===== config.mk =====
export PLATFORM = sky130hd
export DESIGN_NAME = mc_controller
export DESIGN_NICKNAME = d
export VERILOG_FILES = /design/src/rtl/mc_controller.sv
export SDC_FILE = /design/constraint.sdc
export NUM_CORES = 1
export LEC_CHECK = 0
export ABC_AREA = 1
export CAP_MARGIN = 20
export CORE_MARGIN = 2
export CORE_UTILIZATION = 30
export CTS_CLUSTER_DIAMETER = 200
export DETAILED_ROUTE_END_ITERATION = 8
export PLACE_DENSITY = 0.82
export SLEW_MARGIN = 20
export SYNTH_ARGS = -nofsm -noshare
export SYNTH_HDL_FRONTEND = slang
export SYNTH_SLANG_ARGS = --single-unit

===== constraint.sdc =====
create_clock -name clk -period 2.6 [get_ports clk]
set_clock_uncertainty 0.2 [all_clocks]
set_input_delay 0.52 -clock clk [delete_from_list [all_inputs] [get_ports clk]]
set_output_delay 0.52 -clock clk [all_outputs]
set_load 0.005 [all_outputs]

===== src/rtl/mc_controller.sv =====
// rtl/mc_controller.sv - multi-cycle MIPS control FSM, one state per clock.
// Optional JAL/JR support is enabled by defining MC_CTRL_JAL_JR_EN.
module mc_controller (
    input  logic        clk,
    input  logic        rst,
    input  logic [31:0] instt,
    input  logic        zero,
    output logic        PCsig,
    output logic        lord,
    output logic        IRwrite,
    output logic        reg_write,
    output logic        alu_srca,
    output logic [1:0]  alu_srcb,
    output logic [2:0]  alu_ctrl,
    output logic [1:0]  reg_dst,
    output logic [1:0]  mem_to_reg,
    output logic [1:0]  pc_src,
    output logic        mem_read,
    output logic        mem_write,
    output logic [3:0]  state,
    output logic        illegal
);

    typedef enum logic [3:0] {
        S_FETCH  = 4'd0,
        S_DECODE = 4'd1,
        S_MEMADR = 4'd2,
        S_MEMRD  = 4'd3,
        S_MEMWB  = 4'd4,
        S_MEMWR  = 4'd5,
        S_REXEC  = 4'd6,
        S_RWB    = 4'd7,
        S_BEQ    = 4'd8,
        S_IEXEC  = 4'd9,
        S_IWB    = 4'd10,
        S_JUMP   = 4'd11,
        S_JAL    = 4'd12,
        S_JR     = 4'd13,
        S_ILL    = 4'd14
    } state_t;

    localparam logic [5:0] OP_RTYPE = 6'b000000;
    localparam logic [5:0] OP_LW    = 6'b100011;
    localparam logic [5:0] OP_SW    = 6'b101011;
    localparam logic [5:0] OP_BEQ   = 6'b000100;
    localparam logic [5:0] OP_ADDI  = 6'b001000;
    localparam logic [5:0] OP_J     = 6'b000010;
    localparam logic [5:0] OP_JAL   = 6'b000011;

    localparam logic [5:0] FN_ADD = 6'b100000;
    localparam logic [5:0] FN_SUB = 6'b100010;
    localparam logic [5:0] FN_AND = 6'b100100;
    localparam logic [5:0] FN_OR  = 6'b100101;
    localparam logic [5:0] FN_SLT = 6'b101010;
    localparam logic [5:0] FN_JR  = 6'b001000;

    localparam logic [2:0] ALU_AND = 3'b000;
    localparam logic [2:0] ALU_OR  = 3'b001;
    localparam logic [2:0] ALU_ADD = 3'b010;
    localparam logic [2:0] ALU_SUB = 3'b110;
    localparam logic [2:0] ALU_SLT = 3'b111;

    state_t     r_state;
    state_t     w_next;
    logic [5:0] w_op;
    logic [5:0] w_funct;
    logic       w_funct_alu;
    logic       w_unused_bits;

    assign w_op          = instt[31:26];
    assign w_funct       = instt[5:0];
    assign w_unused_bits = ^instt[25:6];

    assign w_funct_alu = (w_funct == FN_ADD) || (w_funct == FN_SUB) ||
                         (w_funct == FN_AND) || (w_funct == FN_OR)  ||
                         (w_funct == FN_SLT);

    always_ff @(posedge clk) begin
        if (rst) begin
            r_state <= S_FETCH;
        end else begin
            r_state <= w_next;
        end
    end

    always_comb begin
        w_next = S_FETCH;
        case (r_state)
            S_FETCH: w_next = S_DECODE;
            S_DECODE: begin
                case (w_op)
                    OP_LW, OP_SW: w_next = S_MEMADR;
                    OP_RTYPE: begin
                        if (w_funct_alu) begin
                            w_next = S_REXEC;
`ifdef MC_CTRL_JAL_JR_EN
                        end else if (w_funct == FN_JR) begin
                            w_next = S_JR;
`endif
                        end else begin
                            w_next = S_ILL;
                        end
                    end
                    OP_BEQ:  w_next = S_BEQ;
                    OP_ADDI: w_next = S_IEXEC;
                    OP_J:    w_next = S_JUMP;
`ifdef MC_CTRL_JAL_JR_EN
                    OP_JAL:  w_next = S_JAL;
`endif
                    default: w_next = S_ILL;
                endcase
            end
            S_MEMADR: w_next = (w_op == OP_LW) ? S_MEMRD : S_MEMWR;
            S_MEMRD:  w_next = S_MEMWB;
            S_REXEC:  w_next = S_RWB;
            S_IEXEC:  w_next = S_IWB;
            default:  w_next = S_FETCH;
        endcase
    end

    // Moore decode; reset overrides everything so no enable leaks while rst is high
    always_comb begin
        PCsig      = 1'b0;
        lord       = 1'b0;
        IRwrite    = 1'b0;
        reg_write  = 1'b0;
        alu_srca   = 1'b0;
        alu_srcb   = 2'd0;
        alu_ctrl   = 3'b000;
        reg_dst    = 2'd0;
        mem_to_reg = 2'd0;
        pc_src     = 2'd0;
        mem_read   = 1'b0;
        mem_write  = 1'b0;
        state      = 4'd0;
        illegal    = 1'b0;
        if (!rst) begin
            state = r_state;
            case (r_state)
                S_FETCH: begin
                    mem_read = 1'b1;
                    IRwrite  = 1'b1;
                    alu_srcb = 2'd1;
                    alu_ctrl = ALU_ADD;
                    PCsig    = 1'b1;
                end
                S_DECODE: begin
                    alu_srcb = 2'd3;
                    alu_ctrl = ALU_ADD;
                end
                S_MEMADR, S_IEXEC: begin
                    alu_srca = 1'b1;
                    alu_srcb = 2'd2;
                    alu_ctrl = ALU_ADD;
                end
                S_MEMRD: begin
                    mem_read = 1'b1;
                    lord     = 1'b1;
                end
                S_MEMWB: begin
                    reg_write  = 1'b1;
                    mem_to_reg = 2'd1;
                end
                S_MEMWR: begin
                    mem_write = 1'b1;
                    lord      = 1'b1;
                end
                S_REXEC: begin
                    alu_srca = 1'b1;
                    case (w_funct)
                        FN_SUB:  alu_ctrl = ALU_SUB;
                        FN_AND:  alu_ctrl = ALU_AND;
                        FN_OR:   alu_ctrl = ALU_OR;
                        FN_SLT:  alu_ctrl = ALU_SLT;
                        default: alu_ctrl = ALU_ADD;
                    endcase
                end
                S_RWB: begin
                    reg_write = 1'b1;
                    reg_dst   = 2'd1;
                end
                S_BEQ: begin
                    alu_srca = 1'b1;
                    alu_ctrl = ALU_SUB;
                    pc_src   = 2'd2;
                    PCsig    = zero;
                end
                S_IWB: begin
                    reg_write = 1'b1;
                end
                S_JUMP: begin
                    pc_src = 2'd1;
                    PCsig  = 1'b1;
                end
`ifdef MC_CTRL_JAL_JR_EN
                S_JAL: begin
                    reg_write  = 1'b1;
                    reg_dst    = 2'd2;
                    mem_to_reg = 2'd2;
                    pc_src     = 2'd1;
                    PCsig      = 1'b1;
                end
                S_JR: begin
                    pc_src = 2'd3;
                    PCsig  = 1'b1;
                end
`endif
                S_ILL: begin
                    illegal = 1'b1;
                end
                default: begin
                    state = 4'd0;
                end
            endcase
        end
    end

endmodule


==> impl_metrics.json <==
{
  "numPortBuffers": 35,
  "wl_per_cell_um": 10.4,
  "maxSlewViolCount": 0,
  "htreeDepth": 1,
  "post-synth-top-count-cell": "nor2_1",
  "drtIter0Drc": 27,
  "clock_latency_ns": 0.24,
  "firstDrtPassIters": 4,
  "peakVddDrop_v": 0.000364,
  "die_w_um": 49.9,
  "place_ws_ns": -0.210,
  "rows": 16,
  "start_util_pct": 31.9,
  "dp_cells": 185,
  "leakage_nw": 0.519,
  "hold_buffers": 0,
  "synth_ff_type": "dfxtp_1",
  "layout.nets": 202,
  "cts_tree": "done",
  "largest_reg_flops": 4,
  "top_regs": "r_state: 4 flops",
  "coreArea_sq_um": 1980,
  "fin_ws_ns": 0.0829,
  "arrival_ns": 1.80,
  "total_power_w": 0.000758,
  "yosysWarnings": 0,
  "path_cells": "clkdlybuf4s50_1 -> inv_1 -> nor2_2 -> buf_4 -> nand4_1 -> nand2_1 -> a21oi_1 -> dlygate4sd2_1",
  "numClockSinks": 4,
  "num-fill-cells": 191,
  "syn_area_per_cell_sq_um": 5.32,
  "cts_buffer_depth": 2,
  "syn_inst": 119,
  "grt_pass1_vias": 818,
  "maxCapViolations": 0,
  "fin_cells": 192,
  "async_reset_ff_share_pct": 0,
  "crit_slowest_cell": "clkdlybuf4s50_1",
  "critPathMaxStageDelay_ns": 0.45,
  "n_antenna_cell": 0,
  "die_h_um": 49.9,
  "cp_data_required_time_ns": 1.88,
  "outcome": "finished, final reports clean",
  "synth_area_sq_um": 633,
  "vias_per_cell": 4.86,
  "grt.overflow.total": 0,
  "io_pins": 58,
  "multi_input_area_sq_um": 483,
  "utilization_pct": 56.8,
  "grtUsageTotal_pct": 16.3,
  "endpoint_kind": "output port",
  "holdCritPathClass": "flip-flop to flip-flop",
  "dpl-instance-area_sq_um": 1050,
  "seq_area_frac_synth_pct": 12.6,
  "ff_latch_area_sq_um": 80.1,
  "dpl.hpwl_um": 1560,
  "synth_area_leaders": "nor2_1 15%, dfxtp_1 13%, a21oi_1 11%",
  "synth_edf_count": 0,
  "clk_pin_slew_ns": 0.04,
  "num_vias": 934,
  "fin_crit_sh_pct": 96.8,
  "path_max_fanout": 3,
  "hold_viol": 0,
  "synth-seq-cells": 4,
  "fmax_ghz": 0.397,
  "routabilityCongestion": 0.867,
  "synth_commonest_cells": "25 x nor2_1, 16 x inv_1, 16 x nand2_1, 14 x a21oi_1, 8 x nand3_1",
  "synth_top_area_share_pct": 14.8,
  "wirelength_um": 2000,
  "drc": 0,
  "dieArea_sq_um": 2490,
  "detail-route-antenna-nets": 0,
  "final_area_sq_um": 1120,
  "path_class": "primary input to output port",
  "clockRootBuffer": "clkbuf_4",
  "numCtsBuffers": 3,
  "setup_viol": 0,
  "drive_gt1_share_pct": 21.8,
  "antenna_found_initial": 0,
  "syn_to_final_growth_pct": 77.7,
  "post-route-min-period_ns": 2.52,
  "grt_pass1_wl_um": 3180,
  "worstSetupStartpointType": "primary input",
  "rsz0062_at_grt": "false",
  "synth.largest_area_cell": "nor2_1",
  "ys_types": 24,
  "largest-register": "r_state",
  "power_density_nw_per_um2": 674,
  "grt_max_degree": 14
}
-- cells by family (layout without fill, tap and decap cells) --
family / count (synthesis) / count (layout) / share of synthesized area (%)
other cells: 1 / 2 / 0.592
simple gates: 70 / 70 / 54.0
compound gates: 21 / 21 / 17.6
buf+inv: 23 / 68 / 15.2
flops: 4 / 4 / 12.6
-- what timing repair did --
| action | in CTS | in global routing |
|---|---|---|
| endpoints found under the setup margin | 16 | 7 |
| gates resized for setup | 5 | 10 |
| pin swaps | 2 | 1 |
| setup buffers | 2 | 2 |
-- layout by cell type (no fill, tap or decap), types with 3 or more instances in the layout --
cell type,netlist,final
inv_2,3,5
nor2_1,25,19
nor3_1,7,7
inv_1,16,14
dlygate4sd2_1,0,3
dfxtp_1,4,4
a21oi_1,14,14
buf_4,2,11
nand3_1,8,7
nand2_1,16,15
nand4_1,3,3
nor2_2,3,9
clkbuf_4,0,3
clkdlybuf4s50_1,0,30
o21ai_0,3,3
-- per-stage QoR --
step | TNS (ns) | hold slack, ns
finish | 0 | 0.420
global placement | -1.02 | 0.391
global route | 0 | 0.453
floorplan | 0 | 0.345
CTS | 0 | 0.403
detailed placement | -1.39 | 0.389
-- cell type report --
cell class | instances | area share (%)
multi-input cells | 93 | 42.9
repair buffers | 46 | 38.6
clock buffers | 3 | 2.00
flip-flops and latches | 4 | 7.12
well taps | 27 | 3.00
inverters | 19 | 6.34
-- per-layer routing --
metal  GRT usage, %  up-vias  share of wire [%]
met2           28.4       43                 48
met1           18.8      404                 45
met4           9.72        0                2.0
li1               -      482                  -
met5              0        -                  0
met3           1.82        5                4.3
-- path summary, 6_finish.rpt --
kind / startpoint / to / slack [ns] / cells past startpoint
worst max-delay path: instt[5] / alu_ctrl[1] / 0.08 / 8
worst min-delay path: r_state[3] / r_state[3] / 0.42 / 2
worst max register to register: r_state[3] / r_state[1] / 1.13 / 7
worst min register to register: r_state[3] / r_state[3] / 0.42 / 2
-- critical path, delay by kind of cell --
family / cells / cell delay [ns]
compound gates: 1 / 0.06
buf+inv: 4 / 0.89
simple gates: 3 / 0.32
-- where the power goes --
| part | internal [W] | switching (W) |
|---|---|---|
| sequential | 0.0000858 | 0.0000389 |
| clock | 0.0000518 | 0.0000277 |
| combinational | 0.000267 | 0.000287 |
No activity file was read; power rests on OpenSTA's default activity.
